--- config.mk ---
export PLATFORM = sky130hd
export DESIGN_NAME = adc_scan_sequencer
export DESIGN_NICKNAME = d
export VERILOG_FILES = /design/src/rtl/adc_scan_sequencer.sv
export SDC_FILE = /design/constraint.sdc
export NUM_CORES = 1
export LEC_CHECK = 0
export ABC_CLOCK_PERIOD_IN_PS = 3720
export BUFFER_PORTS_ARGS = -buffer_cell sky130_fd_sc_hd__buf_2
export CAP_MARGIN = 20
export CORE_AREA = 2 2 109 111
export DETAILED_ROUTE_END_ITERATION = 8
export DIE_AREA = 0 0 111 113
export GPL_ROUTABILITY_DRIVEN = 0
export PLACE_DENSITY = 0.47
export SLEW_MARGIN = 30
export SYNTH_ARGS = -nofsm -noshare
export SYNTH_HDL_FRONTEND = slang
export SYNTH_SLANG_ARGS = --single-unit
--- constraint.sdc ---
create_clock -name i_clk -period 3.72 [get_ports i_clk]
set_input_delay 0.744 -clock i_clk [delete_from_list [all_inputs] [get_ports i_clk]]
set_output_delay 0.744 -clock i_clk [all_outputs]
set_load 0.1 [all_outputs]
--- src/rtl/adc_scan_sequencer.sv ---
// Paced round-robin scan scheduler for an 8-channel serial ADC receiver.
// Tags each returned result with the channel of the preceding config word.
module adc_scan_sequencer #(
    parameter int SAMPLE_PERIOD  = 5000,
    parameter int TIMEOUT_CYCLES = 4000
) (
    input  logic        i_clk,
    input  logic        i_rst,
    input  logic        i_enable,
    input  logic [7:0]  i_chan_mask,
    input  logic        i_unipolar,
    output logic [5:0]  o_tx_bits,
    output logic        o_convert_en,
    input  logic        i_rx_dv,
    input  logic [11:0] i_rx_data,
    output logic        o_sample_dv,
    output logic [11:0] o_sample_data,
    output logic [2:0]  o_sample_chan,
    output logic        o_scan_done,
    output logic        o_overrun,
    output logic        o_timeout
);
    localparam int TW = $clog2(SAMPLE_PERIOD) + 1;
    localparam int OW = $clog2(TIMEOUT_CYCLES + 1) + 1;
    localparam logic [TW-1:0] TICK_LAST = TW'(SAMPLE_PERIOD - 1);
    localparam logic [OW-1:0] TO_LIMIT  = OW'(TIMEOUT_CYCLES);

    typedef enum logic [1:0] {IDLE, WAIT_TICK, START, WAIT_DV} state_t;

    state_t        state;
    logic [TW-1:0] tick_ctr;
    logic [OW-1:0] to_ctr;
    logic [2:0]    cur_chan;
    logic [2:0]    prev_chan;
    logic [2:0]    pick;
    logic [2:0]    top_chan;
    logic          prev_valid;
    logic          tick;

    function automatic logic [5:0] cfg_word(input logic [2:0] c, input logic uni);
        return {1'b1, c[0], c[2], c[1], uni, 1'b0};
    endfunction

    assign tick = i_enable && (state != IDLE) && (tick_ctr == TICK_LAST);

    always_ff @(posedge i_clk or posedge i_rst) begin
        if (i_rst)
            tick_ctr <= '0;
        else if (state == IDLE)
            tick_ctr <= '0;
        else if (i_enable)
            tick_ctr <= tick ? '0 : tick_ctr + 1'b1;
    end

    // Lowest offset wins, so scanning resumes just after the last channel picked.
    always_comb begin
        pick = cur_chan;
        for (int k = 8; k >= 1; k--) begin
            if (i_chan_mask[cur_chan + 3'(k)])
                pick = cur_chan + 3'(k);
        end
    end

    always_comb begin
        top_chan = 3'd0;
        for (int i = 0; i < 8; i++) begin
            if (i_chan_mask[i])
                top_chan = 3'(i);
        end
    end

    assign o_scan_done = o_sample_dv && (|i_chan_mask) && (o_sample_chan == top_chan);

    always_ff @(posedge i_clk or posedge i_rst) begin
        if (i_rst) begin
            state         <= IDLE;
            cur_chan      <= 3'd7;
            prev_chan     <= 3'd0;
            prev_valid    <= 1'b0;
            to_ctr        <= '0;
            o_tx_bits     <= '0;
            o_convert_en  <= 1'b0;
            o_sample_dv   <= 1'b0;
            o_sample_data <= '0;
            o_sample_chan <= '0;
            o_overrun     <= 1'b0;
            o_timeout     <= 1'b0;
        end else begin
            o_convert_en <= 1'b0;
            o_sample_dv  <= 1'b0;
            o_overrun    <= 1'b0;
            o_timeout    <= 1'b0;
            case (state)
                IDLE: begin
                    if (i_enable)
                        state <= WAIT_TICK;
                end
                WAIT_TICK: begin
                    if (!i_enable) begin
                        state      <= IDLE;
                        prev_valid <= 1'b0;
                    end else if (tick && (|i_chan_mask)) begin
                        prev_chan    <= cur_chan;
                        cur_chan     <= pick;
                        o_tx_bits    <= cfg_word(pick, i_unipolar);
                        o_convert_en <= 1'b1;
                        state        <= START;
                    end
                end
                START: begin
                    o_overrun <= tick;
                    to_ctr    <= '0;
                    state     <= WAIT_DV;
                end
                WAIT_DV: begin
                    o_overrun <= tick;
                    if (i_rx_dv || (to_ctr == TO_LIMIT)) begin
                        // dv takes priority over a timeout landing on the same cycle
                        if (i_rx_dv) begin
                            o_sample_dv <= prev_valid;
                            if (prev_valid) begin
                                o_sample_data <= i_rx_data;
                                o_sample_chan <= prev_chan;
                            end
                        end else begin
                            o_timeout <= 1'b1;
                        end
                        prev_valid <= i_rx_dv && i_enable;
                        state      <= i_enable ? WAIT_TICK : IDLE;
                    end else begin
                        to_ctr <= to_ctr + 1'b1;
                    end
                end
                default: state <= IDLE;
            endcase
        end
    end
endmodule

Yosys cells after proc, flatten, opt, wreduce, memory -nomap -nowiden --
Index checks and enable logic that the tools add are counted.
Storage, ports and cells: bits in registers 60, bits in latches 0, RAM bits 0, bits in read-only memories 0, bits of input ports 25, output and inout bits 26, logic and storage cells 111, memories 0
Operators by class: add/sub/neg operators 9, $mul 0, divide/modulo/power cells 0, magnitude comparators 7, equal/unequal tests 11, shifts and indexed selects 0, mux-type cells 52, bitwise logic cells 0, reduce and logical (&&, ||, !) cells 19
Operator list (number):
- two-way mux 14 bit | 3
- two-way mux 3 bit | 13
- less-than comparator 3 x 4 -> 1 bit (second input constant) | 7
- case mux 13 bit (2 select lines) | 1
- binary-select mux 1 bit (select 3 bit) | 7
- two-way mux 1 bit | 21
- adder 14 x 1 -> 14 bit (second input constant) | 1
- equality test 14 x 13 -> 1 bit (second input constant) | 1
- adder 13 x 1 -> 13 bit (second input constant) | 1
- equality test 13 x 12 -> 1 bit (second input constant) | 1
- two-way mux 13 bit | 1
- adder 3 bit (second input constant) | 4
- AND reduction 3 bit | 3
- two-way mux 2 bit | 4
- inequality test 2 bit (second input constant) | 4
- case mux 2 bit (4 select lines) | 1
- nonzero test 2 bit | 4
- OR reduction 8 bit | 1
- adder 3 x 2 -> 3 bit (second input constant) | 2
- logical AND 1 bit | 6
- equality test 2 bit (second input constant) | 2
- AND reduction 4 bit | 1
- adder 3 x 1 -> 3 bit (second input constant) | 1
- equality test 3 bit | 1
- other kinds (7) | 7

Longest topological paths before layout --
Gate-level depths: netlist of run 1.
depth after elaboration 10, mapped depth 10, mapped depth without buffers 7

Least setup slack after synthesis of run 1 --
OpenSTA, ideal clock, no wires.
kind input port to output port, from input port i_chan_mask[1], to output port o_scan_done, data arrival time 3.615 ns, data required time 2.976 ns, path slack -0.639 ns, cell stages on the path 5, buffers on the path 0, cell sequence nor2b_1 -> o21bai_1 -> a21oi_1 -> or3_1 -> a211oi_1
On the way: cells in the longest elaborated chain, start to end 9, elaborated cells on any way between the ends 11, classes of those cells 1 x eq/ne; 7 x mux; 3 x reduce/logical
Ends and longest elaborated chain:
- start, declared | RTL line 10 | input logic [7:0] i_chan_mask,
- two-way mux 1 bit | RTL line 67 | if (i_chan_mask[i])
- two-way mux 3 bit (6 in series) | RTL line 67
- equality test 3 bit | RTL line 72 | assign o_scan_done = o_sample_dv && (|i_chan_mask) && (o_sample_chan == top_chan);
- logical AND 1 bit * | RTL line 72
- end, declared | RTL line 19 | output logic o_scan_done,
Mark *: on every way between the ends. The rest lies on a longest branch, timed or not.

Worst setup path in the final report of run 1 --
from register cur_chan[0], to register o_tx_bits[2]
On the way: cells in the longest elaborated chain, start to end 10, elaborated cells on any way between the ends 28, classes of those cells 7 x add/sub; 21 x mux
Ends and longest elaborated chain:
- start, declared | RTL line 33 | logic [2:0] cur_chan;
- start signal, assigned | RTL line 104 | cur_chan <= pick;
- adder 3 bit | RTL line 59, 60
- binary-select mux 1 bit (select 3 bit) | RTL line 59 | if (i_chan_mask[cur_chan + 3'(k)])
- two-way mux 1 bit (not written as such) | RTL line 59
- two-way mux 3 bit (6 in series) | RTL line 59
- two-way mux 3 bit * | RTL line 59
- end signal, assigned | RTL line 105 | o_tx_bits <= cfg_word(pick, i_unipolar);
- end, declared | RTL line 12 | output logic [5:0] o_tx_bits,
Mark *: on every way between the ends. The rest lies on a longest branch, timed or not. The select of a mux whose other input is x is not followed. A chain may end at the register's enable or synchronous reset.

==> summary.md, run 1 <==
| Metric | Value |
|---|---|
| Final hold violation count | 0 |
| Die area | about 13000 um^2 |
| Grt total ovfl | 0 |
| Die W | 111 um |
| Syn. warnings | 0 |
| Share of cells above drive strength 1 | between 20% and 30% |
| Final setup vio count | 0 |
| Tcrit/Tclk final | 87.25% |
| PD cells | 426.2 nW/um^2 |
| Antenna violations before repair | 0 |
| Setup_tns | 0 ns |
| Core area | 11270 um^2 |
| HPWL Detailed | approximately 6000 um |
| Htree depth | 3 |
| Synth area leaders | dfrtp_1 (40%), nand2_1 (8.0%), mux4_2 (4.4%) |
| Vias in the first global route | 2889 |
| Sinks on Clock Net | 60 |
| Vias | 2966 |
| Top cell type's share of synthesized area | between 30% and 40% |
| Synthesized cell area | 3572 um^2 |
| Crit. End Element | flip-flop |
| IO Count | 51 |
| Layout Skew | 0.004983 ns |
| Fmax | approximately 0.31 GHz |
| Post-CTS Resized | 0 |
| Sequential area share after synthesis | 42.14% |
| Area grow syn2layout | 18.81% |
| Port bufs | slightly below 50 |
| Number of flops mapped to enable cells by yosys | 0 |
| Rel. slew slack | 47.16% |
| Max_cap viols | 0 |
| Reg clk slew, reported paths | 0.05 ns |
| CTS tree | yes |
| Clk root buf | clkbuf_16 |
| Dominant cell type by area after synthesis | dfrtp_1 |
| Setup repair bufs after CTS | 0 |
| Synthesized area per cell | 9.475 um^2 |
| Rows | 39 |
| First-pass DRT Iterations | 4 |
| Cells after Synth | 377 |
| Actual slew at the worst max-slew pin | 0.7726 ns |
| Iteration-0 DRC Markers | 203 |
| Clk Latency, worst-skew pair | 0.32 ns |
| First-pass GRT wire length | 14420 um |
| Post-route cell area | 4244 um^2 |
| Lkg Pwr | between 0.0015 and 0.002 uW |
| Outcome | complete, no violations |
| Largest net degree at the start of global routing | 49 |
| FFs w/ async S/R, synth | 100.0% |
| # hold bufs at CTS | 0 |
| Num CTS Buffers | 9 |
| Final #Nets | 452 |
| Critical path class | flip-flop to flip-flop |
| Syn_nets | 407 |
| WP data arrival | ~3.4 ns |
| Critical path required time | 3.91 ns |
| Ys flop type | dfrtp_1 |
| Placed cell area | 3926 um^2 |
| Per-cell routed wire length | 14.88 um |
| Slew Limit Fails | 0 |
| Synth unique cells | 64 |
| Starting Density | around a third |
| CTS max path bufs | 2 |
| Routed WL | between 8000 and 9000 um |
| Peak supply drop | between 0.2 and 0.25 mV |
| Final hold slack | 0.4624 ns |
| DIE HEIGHT | 113 um |
| Seq cells post-synth | 60 |
| RSZ-0062 raised after global routing | false |
| GRT Total Usage | 14.30% |
| Largest fanout on the critical path | 15 |
| Min-Delay Path Class | flip-flop to flip-flop |
| Nature of the critical path startpoint | flip-flop |
| Post-route ant nets | 0 |
| Min cycle time layout | 3.246 ns |
| Diode count | 0 |
| PnR Total Power | 1809 uW |
| DRC Markers | 0 |
| Drt via density | 5.204 |
## routing by layer
| metal | track usage, % | part of all wire (%) |
|---|---|---|
| met3 | 2.946 | 2.8 |
| met4 | 5.750 | 2.2 |
| met2 | 22.41 | 47 |
| met1 | 19.49 | 48 |
| met5 | 0 | 0 |
## registers in the layout, summed over array words and instances, names as in the netlist, 3 cells and up, named ones only
| register | flops |
|---|---|
| o_sample_data | 12 |
| prev_chan | 3 |
| cur_chan | 3 |
| o_sample_chan | 3 |
| tick_ctr | 14 |
| o_tx_bits | 5 |
| to_ctr | 13 |
## worst paths after layout
path                         startpoint                to  slack, ns  depth (start not counted)
setup / recovery            cur_chan[0]      o_tx_bits[2]       0.47                          7
hold / removal             o_tx_bits[5]      o_tx_bits[5]       0.46                          1
setup reg to reg            cur_chan[0]      o_tx_bits[2]       0.47                          7
hold reg to reg            o_tx_bits[5]      o_tx_bits[5]       0.46                          1
max in group asynchronous         i_rst  o_sample_data[6]       2.61                          3
min in group asynchronous         i_rst        to_ctr[12]       0.49                          2
## metrics by stage
stage / instances / utilization, % / worst slack (ns)
after global placement: 554 / 34.81 / 0.5728
after global routing: 570 / 37.65 / 0.2537
final: 570 / 37.65 / 0.4741
after detailed placement: 554 / 34.83 / 0.4590
after floorplan: 377 / - / 0.3088
after CTS: 570 / 37.65 / 0.4531
## cells in the final DEF (no fill, tap or decap), types with 8 or more instances in the layout
cell	n
a21oi_1	8
dfrtp_1	57
buf_2	49
xor2_1	11
nand3_1	19
clkbuf_16	9
mux2i_1	9
nand2_1	76
nor2_1	24
inv_1	16
o21ai_0	18
## area by class of cell
class | count | area, um^2
fill | 1152 | 7028
multi-input combinational | 283 | 1916
sequential | 60 | 1505
timing repair buffer | 51 | 260.3
clock buffer | 10 | 229.0
tap | 143 | 178.9
clock inverter | 6 | 88.84
inverter | 17 | 66.31
## report_power, final
group | internal, uW | switching, uW
Sequential | 682 | 30.1
Clock | 586 | 298
Combinational | 66.7 | 146
Total | 1330 | 474
## logic make-up after synthesis
kind of cell	after synthesis	synth area share (%)
adders and majority gates	5	1.751
and+or+nand+nor	167	22.59
xor gates and xnor gates	18	4.413
AOI/OAI and AO/OA	67	13.49
DFF	60	42.14
other	1	0.1050
buffers and inverters	34	4.378
muxes	25	11.14
## synthesized netlist by cell type, drive strengths merged, types with 8 or more instances
cell type / n
clkbuf: 11
o21ai: 21
nand2: 76
mux2i: 9
dfrtp: 57
xor2: 11
mux4: 10
a21oi: 8
nand3: 19
nor2: 24
inv: 17
## worst max-delay path: stages, from the launching register on
cell,delay [ns]
dfstp_2,0.74
inv_1,0.17
ha_1,0.46
mux4_2,0.60
mux2i_1,0.37
mux2i_1,0.20
a2111oi_2,0.47
a211oi_1,0.09
(Power assumes the default switching activity.)
==> run 2, diff against run 1 <==
Settings changed: CORE_AREA 2 2 109 111 to 2 2 140 87, DIE_AREA 0 0 111 113 to 0 0 142 89, MAX_ROUTING_LAYER set to met4.
==> run 2 against run 1 <==
Effect of this change: sequential share of layout area unchanged; wire length rose by 9.0%; setup slack better by 0.080 ns; largest cell class unchanged.
==> summary.md, run 2 (same netlist as run 1, synthesis figures left out) <==
| Metric | Value |
|---|---|
| Outcome | complete, no violations (unchanged) |
| Iteration-0 DRC Markers | 199 (was 203) |
| Critical path class | flip-flop to flip-flop (unchanged) |
| Worst Path Buf+Inv | 1 (unchanged) |
| DIE HEIGHT | 89 um (was 113 um) |
| Commonest non-fill, non-tap cell in the layout | nand2_1 (unchanged) |
| DRC Markers | 0 (unchanged) |
| CP cell instances | inv_1 > ha_1 > mux4_2 > mux2i_1 > mux2i_1 > nor4_1 > a211oi_1 (was inv_1 > ha_1 > mux4_2 > mux2i_1 > mux2i_1 > a2111oi_2 > a211oi_1) |
| Hold path depth | 1 (unchanged) |
| Diode count | 0 (unchanged) |
| Rows | 30 (was 39) |
| Crit. End Element | flip-flop (unchanged) |
| First-pass GRT wire length | 15370 um (was 14420 um) |
| CTS max path bufs | 2 (unchanged) |
| Grt peak-use layer | met1 (was met2) |
| PnR Total Power | 1756 uW (was 1809 uW) |
| Min-Delay Path Class | flip-flop to flip-flop (unchanged) |
| Setup_tns | 0 ns (unchanged) |
| # hold bufs at CTS | 0 (unchanged) |
| Post-CTS Resized | 0 (unchanged) |
| Sinks on Clock Net | 60 (unchanged) |
| CP peak stage delay | 0.74 ns (about the same) |
| Flop-to-flop setup slack | 0.55 ns (was 0.47 ns) |
| CP most frequent cell | mux2i_1 (unchanged) |
| Port bufs | 49 (unchanged) |
| Die area | 12640 um^2 (was 12540 um^2) |
| Core Util, Final | 37.81% (was 37.65%) |
| Tcrit/Tclk final | 85.10% (was 87.25%) |
| Core area | 11220 um^2 (was 11270 um^2) |
| Vias in the first global route | 2840 (was 2889) |
| Final setup vio count | 0 (unchanged) |
| Antenna violations before repair | 0 (unchanged) |
| Share of cells above drive strength 1 | 22.09% (was 21.78%) |
| IO Count | 51 (unchanged) |
| Largest net degree at the start of global routing | 42 (was 49) |
| Largest fanout on the critical path | 15 (unchanged) |
| Rel. slew slack | 45.95% (was 47.16%) |
| Peak supply drop | 0.2305 mV (was 0.2205 mV) |
| Crit path max-delay family | multiplexers (unchanged) |
| Routed WL | 9243 um (was 8481 um) |
| Reg clk slew, reported paths | 0.05 ns (about the same) |
| Htree depth | 3 (unchanged) |
| Layout Skew | 0.006504 ns (was 0.004983 ns) |
| WP data arrival | 3.36 ns (was 3.43 ns) |
| Vias | 2967 (was 2966) |
| Clk Latency, worst-skew pair | 0.33 ns (was 0.32 ns) |
| R2R depth | 7 (unchanged) |
| HPWL Detailed | 6684 um (was 6078 um) |
| Reg-to-reg endpoint | o_tx_bits[2] (unchanged) |
| Final #Nets | 455 (was 452) |
| First-pass DRT Iterations | 4 (unchanged) |
| Post-route ant nets | 0 (unchanged) |
| GR Util met2 | 20.77% (was 22.41%) |
| Lkg Pwr | 0.001999 uW (was 0.001988 uW) |
| GRT Total Usage | 16.30% (was 14.30%) |
| Actual slew at the worst max-slew pin | 0.7903 ns (was 0.7726 ns) |
| Slew Limit Fails | 0 (unchanged) |
| Per-cell routed wire length | 16.10 um (was 14.88 um) |
| Critical path required time | 3.91 ns (about the same) |
| Stages on worst setup path | 7 (unchanged) |
| Max reg flops | 14 (unchanged) |
| Starting Density | 31.83% (was 31.69%) |
| CP max stage cell | dfstp_2 (unchanged) |
| PD cells | 413.7 nW/um^2 (was 426.2 nW/um^2) |
| Num CTS Buffers | 9 (unchanged) |
| Die W | 142 um (was 111 um) |
| Hold path startpoint | o_tx_bits[5] (unchanged) |
| RSZ-0062 raised after global routing | false (unchanged) |
| Setup repair bufs after CTS | 0 (unchanged) |
| Fmax | 0.3159 GHz (was 0.3081 GHz) |
| Final hold violation count | 0 (unchanged) |
| Most frequent cells in the layout | nand2_1 (76), dfrtp_1 (57), buf_2 (49) (unchanged) |
| Worst Hold End | o_tx_bits[5] (unchanged) |
| Area grow syn2layout | 18.81% (unchanged) |
| Nature of the critical path startpoint | flip-flop (unchanged) |
| CTS tree | yes (unchanged) |
| Max_cap viols | 0 (unchanged) |
| Min cycle time layout | 3.166 ns (was 3.246 ns) |
| M1 GR Usage | 24.43% (was 19.49%) |
| Top Registers | tick_ctr: 14 flops, to_ctr: 13 flops, o_sample_data: 12 flops (unchanged) |
| Grt total ovfl | 0 (unchanged) |
| Drt via density | 5.169 (was 5.204) |
| Met3 GRT Util | 5.088% (was 2.946%) |
| Clk root buf | clkbuf_16 (unchanged) |
| Reg with most FFs | tick_ctr (unchanged) |
| Worst reg2reg startpoint | cur_chan[0] (unchanged) |
-- run 2: cell count changes in the layout (fill, tap and decap cells not counted) --
cell | previous run | this run
buf_4 | 2 | 5
bufinv_16 | 2 | 1
clkbuf_1 | 1 | 2
clkbuf_8 | 0 | 1
clkinv_2 | 1 | 3
clkinvlp_4 | 2 | 0
inv_4 | 1 | 0
-- run 2: layout make-up --
cell class,count,area [um^2]
fillers,1170,6979
inverters,17,65.06
flip-flops and latches,60,1505
clock buffers,12,246.5
multi-input cells,283,1916
clock inverters,4,48.80
well taps,144,180.2
repair buffers,54,282.8
-- run 2: how the worst max path moves through the flow --
| stage | start | end | slack [ns] |
|---|---|---|---|
| after global placement | cur_chan[0] | o_tx_bits[2] | 0.68 |
| after global routing | cur_chan[0] | o_tx_bits[2] | 0.30 |
| after floorplan | i_chan_mask[1] | o_scan_done | 0.31 |
| final | cur_chan[0] | o_tx_bits[2] | 0.55 |
| after CTS | cur_chan[0] | o_tx_bits[2] | 0.53 |
| after detailed placement | cur_chan[0] | o_tx_bits[2] | 0.55 |
-- run 2: through the flow --
stage | hold WS, ns | setup WS [ns] | area (um^2) | instances
final | 0.4668 | 0.5543 | 4244 | 574
after global routing | 0.5014 | 0.2996 | 4244 | 574
after CTS | 0.4713 | 0.5336 | 4243 | 574
after detailed placement | 0.4579 | 0.5506 | 3948 | 558
after global placement | 0.4449 | 0.6766 | 3948 | 558
after floorplan | 0.4386 | 0.3088 | 3577 | 377
-- run 2: per-layer routing --
| metal | routed length, um | vias up |
|---|---|---|
| met5 | 0 | - |
| met2 | 3442 | 83 |
| met3 | 516 | 6 |
| met1 | 5236 | 1425 |
| met4 | 48 | 0 |
| li1 | - | 1453 |
-- run 2: report_power, final --
part	internal (uW)	switching [uW]
Combinational	66.6	149
Clock	535	292
Sequential	683	30.8
Total	1280	471
==> run 3, diff against run 2 <==
Settings changed: ABC_AREA set to 1, CORE_AREA 2 2 140 87 to 2 2 137 86, DIE_AREA 0 0 142 89 to 0 0 139 88.
==> run 3 against run 2 <==
Effect of this change: clock skew up 0.0019 ns; combinational power down 28%; critical path depth up 3; non-clock buffer count down 4; synthesized area down 4.0%; critical path type is now input pin to output port.
==> summary.md, run 3 <==
| Metric | Value |
|---|---|
| Hold path startpoint | o_tx_bits[5] (unchanged) |
| Most frequent cells in the layout | nand2_1 (97), dfrtp_1 (57), buf_2 (49) (was nand2_1 (76), dfrtp_1 (57), buf_2 (49)) |
| Fin cells | 624 (was 574) |
| Layout Skew | 0.008407 ns (was 0.006504 ns) |
| Syn. warnings | 0 (unchanged) |
| Setup_tns | 0 ns (unchanged) |
| Synth unique cells | 41 (was 64) |
| CP max stage cell | buf_2 (was dfstp_2) |
| Max_cap viols | 0 (unchanged) |
| DIE HEIGHT | 88 um (was 89 um) |
| Worst Hold End | o_tx_bits[5] (unchanged) |
| Per-cell routed wire length | 13.18 um (was 16.10 um) |
| Final hold slack | 0.4617 ns (was 0.4668 ns) |
| Fmax | 0.3611 GHz (was 0.3159 GHz) |
| Starting Density | 31.30% (was 31.83%) |
| Nature of the critical path startpoint | input pin (was flip-flop) |
| PD cells | 428.9 nW/um^2 (was 413.7 nW/um^2) |
| Peak supply drop | 0.2424 mV (was 0.2305 mV) |
| Min cycle time layout | 2.769 ns (was 3.166 ns) |
| Largest family of logic cells by synthesized area | simple AND/OR/NAND/NOR gates (unchanged) |
| CTS tree | yes (unchanged) |
| Synth Area in XOR/XNOR | 2.553% (was 4.413%) |
| Core area | 10960 um^2 (was 11220 um^2) |
| Top cell type's share of synthesized area | 41.58% (was 39.93%) |
| Synthesized cell area | 3431 um^2 (was 3572 um^2) |
| Worst Path Buf+Inv | 3 (was 1) |
| Final #Nets | 505 (was 455) |
| CP cell instances | buf_2 > inv_1 > a21oi_1 > nor2_1 > o21ai_0 > nand2_1 > nand2_1 > nand4_1 > nor3_2 > buf_2 (was inv_1 > ha_1 > mux4_2 > mux2i_1 > mux2i_1 > nor4_1 > a211oi_1) |
| First-pass DRT Iterations | 4 (unchanged) |
| Reg clk slew, reported paths | 0.06 ns (was 0.05 ns) |
| Min-Delay Path Class | flip-flop to flip-flop (unchanged) |
| Worst reg2reg startpoint | cur_chan[0] (unchanged) |
| Top Registers | tick_ctr: 14 flops, to_ctr: 13 flops, o_sample_data: 12 flops (unchanged) |
| CP peak stage delay | 0.44 ns (was 0.74 ns) |
| Slew Limit Fails | 0 (unchanged) |
| Lkg Pwr | 0.002094 uW (was 0.001999 uW) |
| Clk root buf | clkbuf_16 (unchanged) |
| WP data arrival | 2.02 ns (was 3.36 ns) |
| Post-Synth Adder-Cell Area | 1.823% (was 1.751%) |
| Routed WL | 8224 um (was 9243 um) |
| Critical path required time | 2.98 ns (was 3.91 ns) |
| Fraction of the mapped netlist area in simple logic gates | 30.49% (was 22.59%) |
| Number of flops mapped to enable cells by yosys | 0 (unchanged) |
| Diode count | 0 (unchanged) |
| Synthesized area per cell | 8.149 um^2 (was 9.475 um^2) |
| Count leader, synth | nand2_1 (unchanged) |
| Synth Area in Compound Gates | 8.972% (was 13.49%) |
| Reg with most FFs | tick_ctr (unchanged) |
| Crit. End Element | output port (was flip-flop) |
| Drt via density | 4.641 (was 5.169) |
| Cell count after placement | 608 (was 558) |
| Actual slew at the worst max-slew pin | 0.9360 ns (was 0.7903 ns) |
| Iteration-0 DRC Markers | 196 (was 199) |
| Final hold violation count | 0 (unchanged) |
| Synth area leaders | dfrtp_1 (42%), nand2_1 (11%), nand3_1 (6.0%) (was dfrtp_1 (40%), nand2_1 (8.0%), mux4_2 (4.4%)) |
| Rel. slew slack | 37.53% (was 45.95%) |
| Reg-to-reg endpoint | o_tx_bits[2] (unchanged) |
| CTS max path bufs | 2 (unchanged) |
| Critical path class | input pin to output port (was flip-flop to flip-flop) |
| Core Util, Final | 37.84% (was 37.81%) |
| Ys flop type | dfrtp_1 (unchanged) |
| Port bufs | 49 (unchanged) |
| Largest fanout on the critical path | 4 (was 15) |
| Setup repair bufs after CTS | 0 (unchanged) |
| Hold path depth | 1 (unchanged) |
| Share of cells above drive strength 1 | 27.08% (was 22.09%) |
| Post-route ant nets | 0 (unchanged) |
| Area grow syn2layout | 20.90% (was 18.81%) |
| Syn_nets | 451 (was 407) |
| RSZ-0062 raised after global routing | false (unchanged) |
| IO Count | 51 (unchanged) |
| Vias | 2896 (was 2967) |
| # hold bufs at CTS | 0 (unchanged) |
| Final setup vio count | 0 (unchanged) |
| HPWL Detailed | 6326 um (was 6684 um) |
| Outcome | complete, no violations (unchanged) |
| Antenna violations before repair | 0 (unchanged) |
| Die area | 12230 um^2 (was 12640 um^2) |
| DRC Markers | 0 (unchanged) |
| Cells after Synth | 421 (was 377) |
| Post-CTS Resized | 0 (unchanged) |
| Htree depth | 3 (unchanged) |
| Num CTS Buffers | 9 (unchanged) |
| Sinks on Clock Net | 60 (unchanged) |
| Rows | 30 (unchanged) |
| Vias in the first global route | 2778 (was 2840) |
| Flop-to-flop setup slack | 1.22 ns (was 0.55 ns) |
| Tcrit/Tclk final | 74.44% (was 85.10%) |
| Mux contribution to synthesized area | 4.267% (was 11.14%) |
| Crit path max-delay family | buffers and inverters (was multiplexers) |
| Grt total ovfl | 0 (unchanged) |
| FFs w/ async S/R, synth | 100.0% (unchanged) |
| Sequential area share after synthesis | 43.87% (was 42.14%) |
| GRT Total Usage | 15.05% (was 16.30%) |
| Die W | 139 um (was 142 um) |
| Fillers | 1141 (was 1170) |
| Commonest non-fill, non-tap cell in the layout | nand2_1 (unchanged) |
| R2R depth | 16 (was 7) |
| Dominant cell type by area after synthesis | dfrtp_1 (unchanged) |
| Pre-CTS setup slack | 0.9430 ns (was 0.5506 ns) |
| Most frequent cells after synthesis | nand2_1 (97), dfrtp_1 (57), inv_1 (44) (was nand2_1 (76), dfrtp_1 (57), nor2_1 (24)) |
| Largest net degree at the start of global routing | 34 (was 42) |
| Max reg flops | 14 (unchanged) |
| Final WS setup | 0.9510 ns (was 0.5543 ns) |
| First-pass GRT wire length | 14160 um (was 15370 um) |
| Seq cells post-synth | 60 (unchanged) |
| Clk Latency, worst-skew pair | 0.32 ns (was 0.33 ns) |
-- run 3: cell count changes after synthesis, sizes merged, moves of 9 or more --
cell | previous run | this run
nor2 | 24 | 36
nand3 | 19 | 48
clkbuf | 11 | 0
mux2i | 9 | 0
mux4 | 10 | 0
inv | 17 | 52
nand2 | 76 | 110
-- run 3: worst max-delay path by stage --
stage | slack [ns] | cells past startpoint | start | end
finish | 0.95 | 10 | i_chan_mask[2] | o_scan_done
floorplan | 0.43 | 4 | o_sample_chan[2] | o_scan_done
global route | 0.78 | 10 | i_chan_mask[2] | o_scan_done
detailed placement | 0.94 | 10 | i_chan_mask[2] | o_scan_done
global placement | 0.99 | 10 | i_chan_mask[2] | o_scan_done
CTS | 0.94 | 10 | i_chan_mask[2] | o_scan_done
-- run 3: cell type report --
type                    instances  area (um^2)  area share [%]
clock buffers                  12        266.5           6.425
clock inverters                 4        70.07           1.689
inverters                      55        214.0           5.158
multi-input cells             299         1659           40.00
flip-flops and latches         60         1505           36.29
well taps                     144        180.2           4.344
repair buffers                 50        252.7           6.094
-- run 3: cell families (layout without fill, tap and decap cells) --
kind of cell / Yosys count / count (layout)
AND/OR/NAND/NOR: 218 / 218
buffers and inverters: 62 / 121
flip-flops: 60 / 60
AO/OA/AOI/OAI: 52 / 52
multiplexers: 13 / 13
XOR/XNOR: 10 / 10
adder cells (fa/ha/maj): 5 / 5
other: 1 / 1
-- run 3: power breakdown --
part | switching, uW | leakage (uW) | total [uW] | internal, uW
Sequential | 24.0 | 0.000777 | 694 | 670
Combinational | 105 | 0.00115 | 155 | 50.5
Clock | 291 | 0.000169 | 929 | 638
Total | 419 | 0.00209 | 1780 | 1360
-- run 3: per-stage QoR --
stage                     power, uW  instance area (um^2)
after floorplan               811.9                  3436
after global placement        859.8                  3811
after detailed placement      862.0                  3811
after CTS                      1799                  4148
after global routing           1859                  4148
final                          1779                  4148
-- run 3: metal layers --
layer	share of wire, %	global-route usage (%)	wire (um)	vias to the layer above
met4	0.58	3.030	48	0
li1	-	-	-	1493
met5	0	-	0	-
met3	6.1	4.593	500	5
met2	37	19.70	3074	75
met1	56	22.44	4602	1323
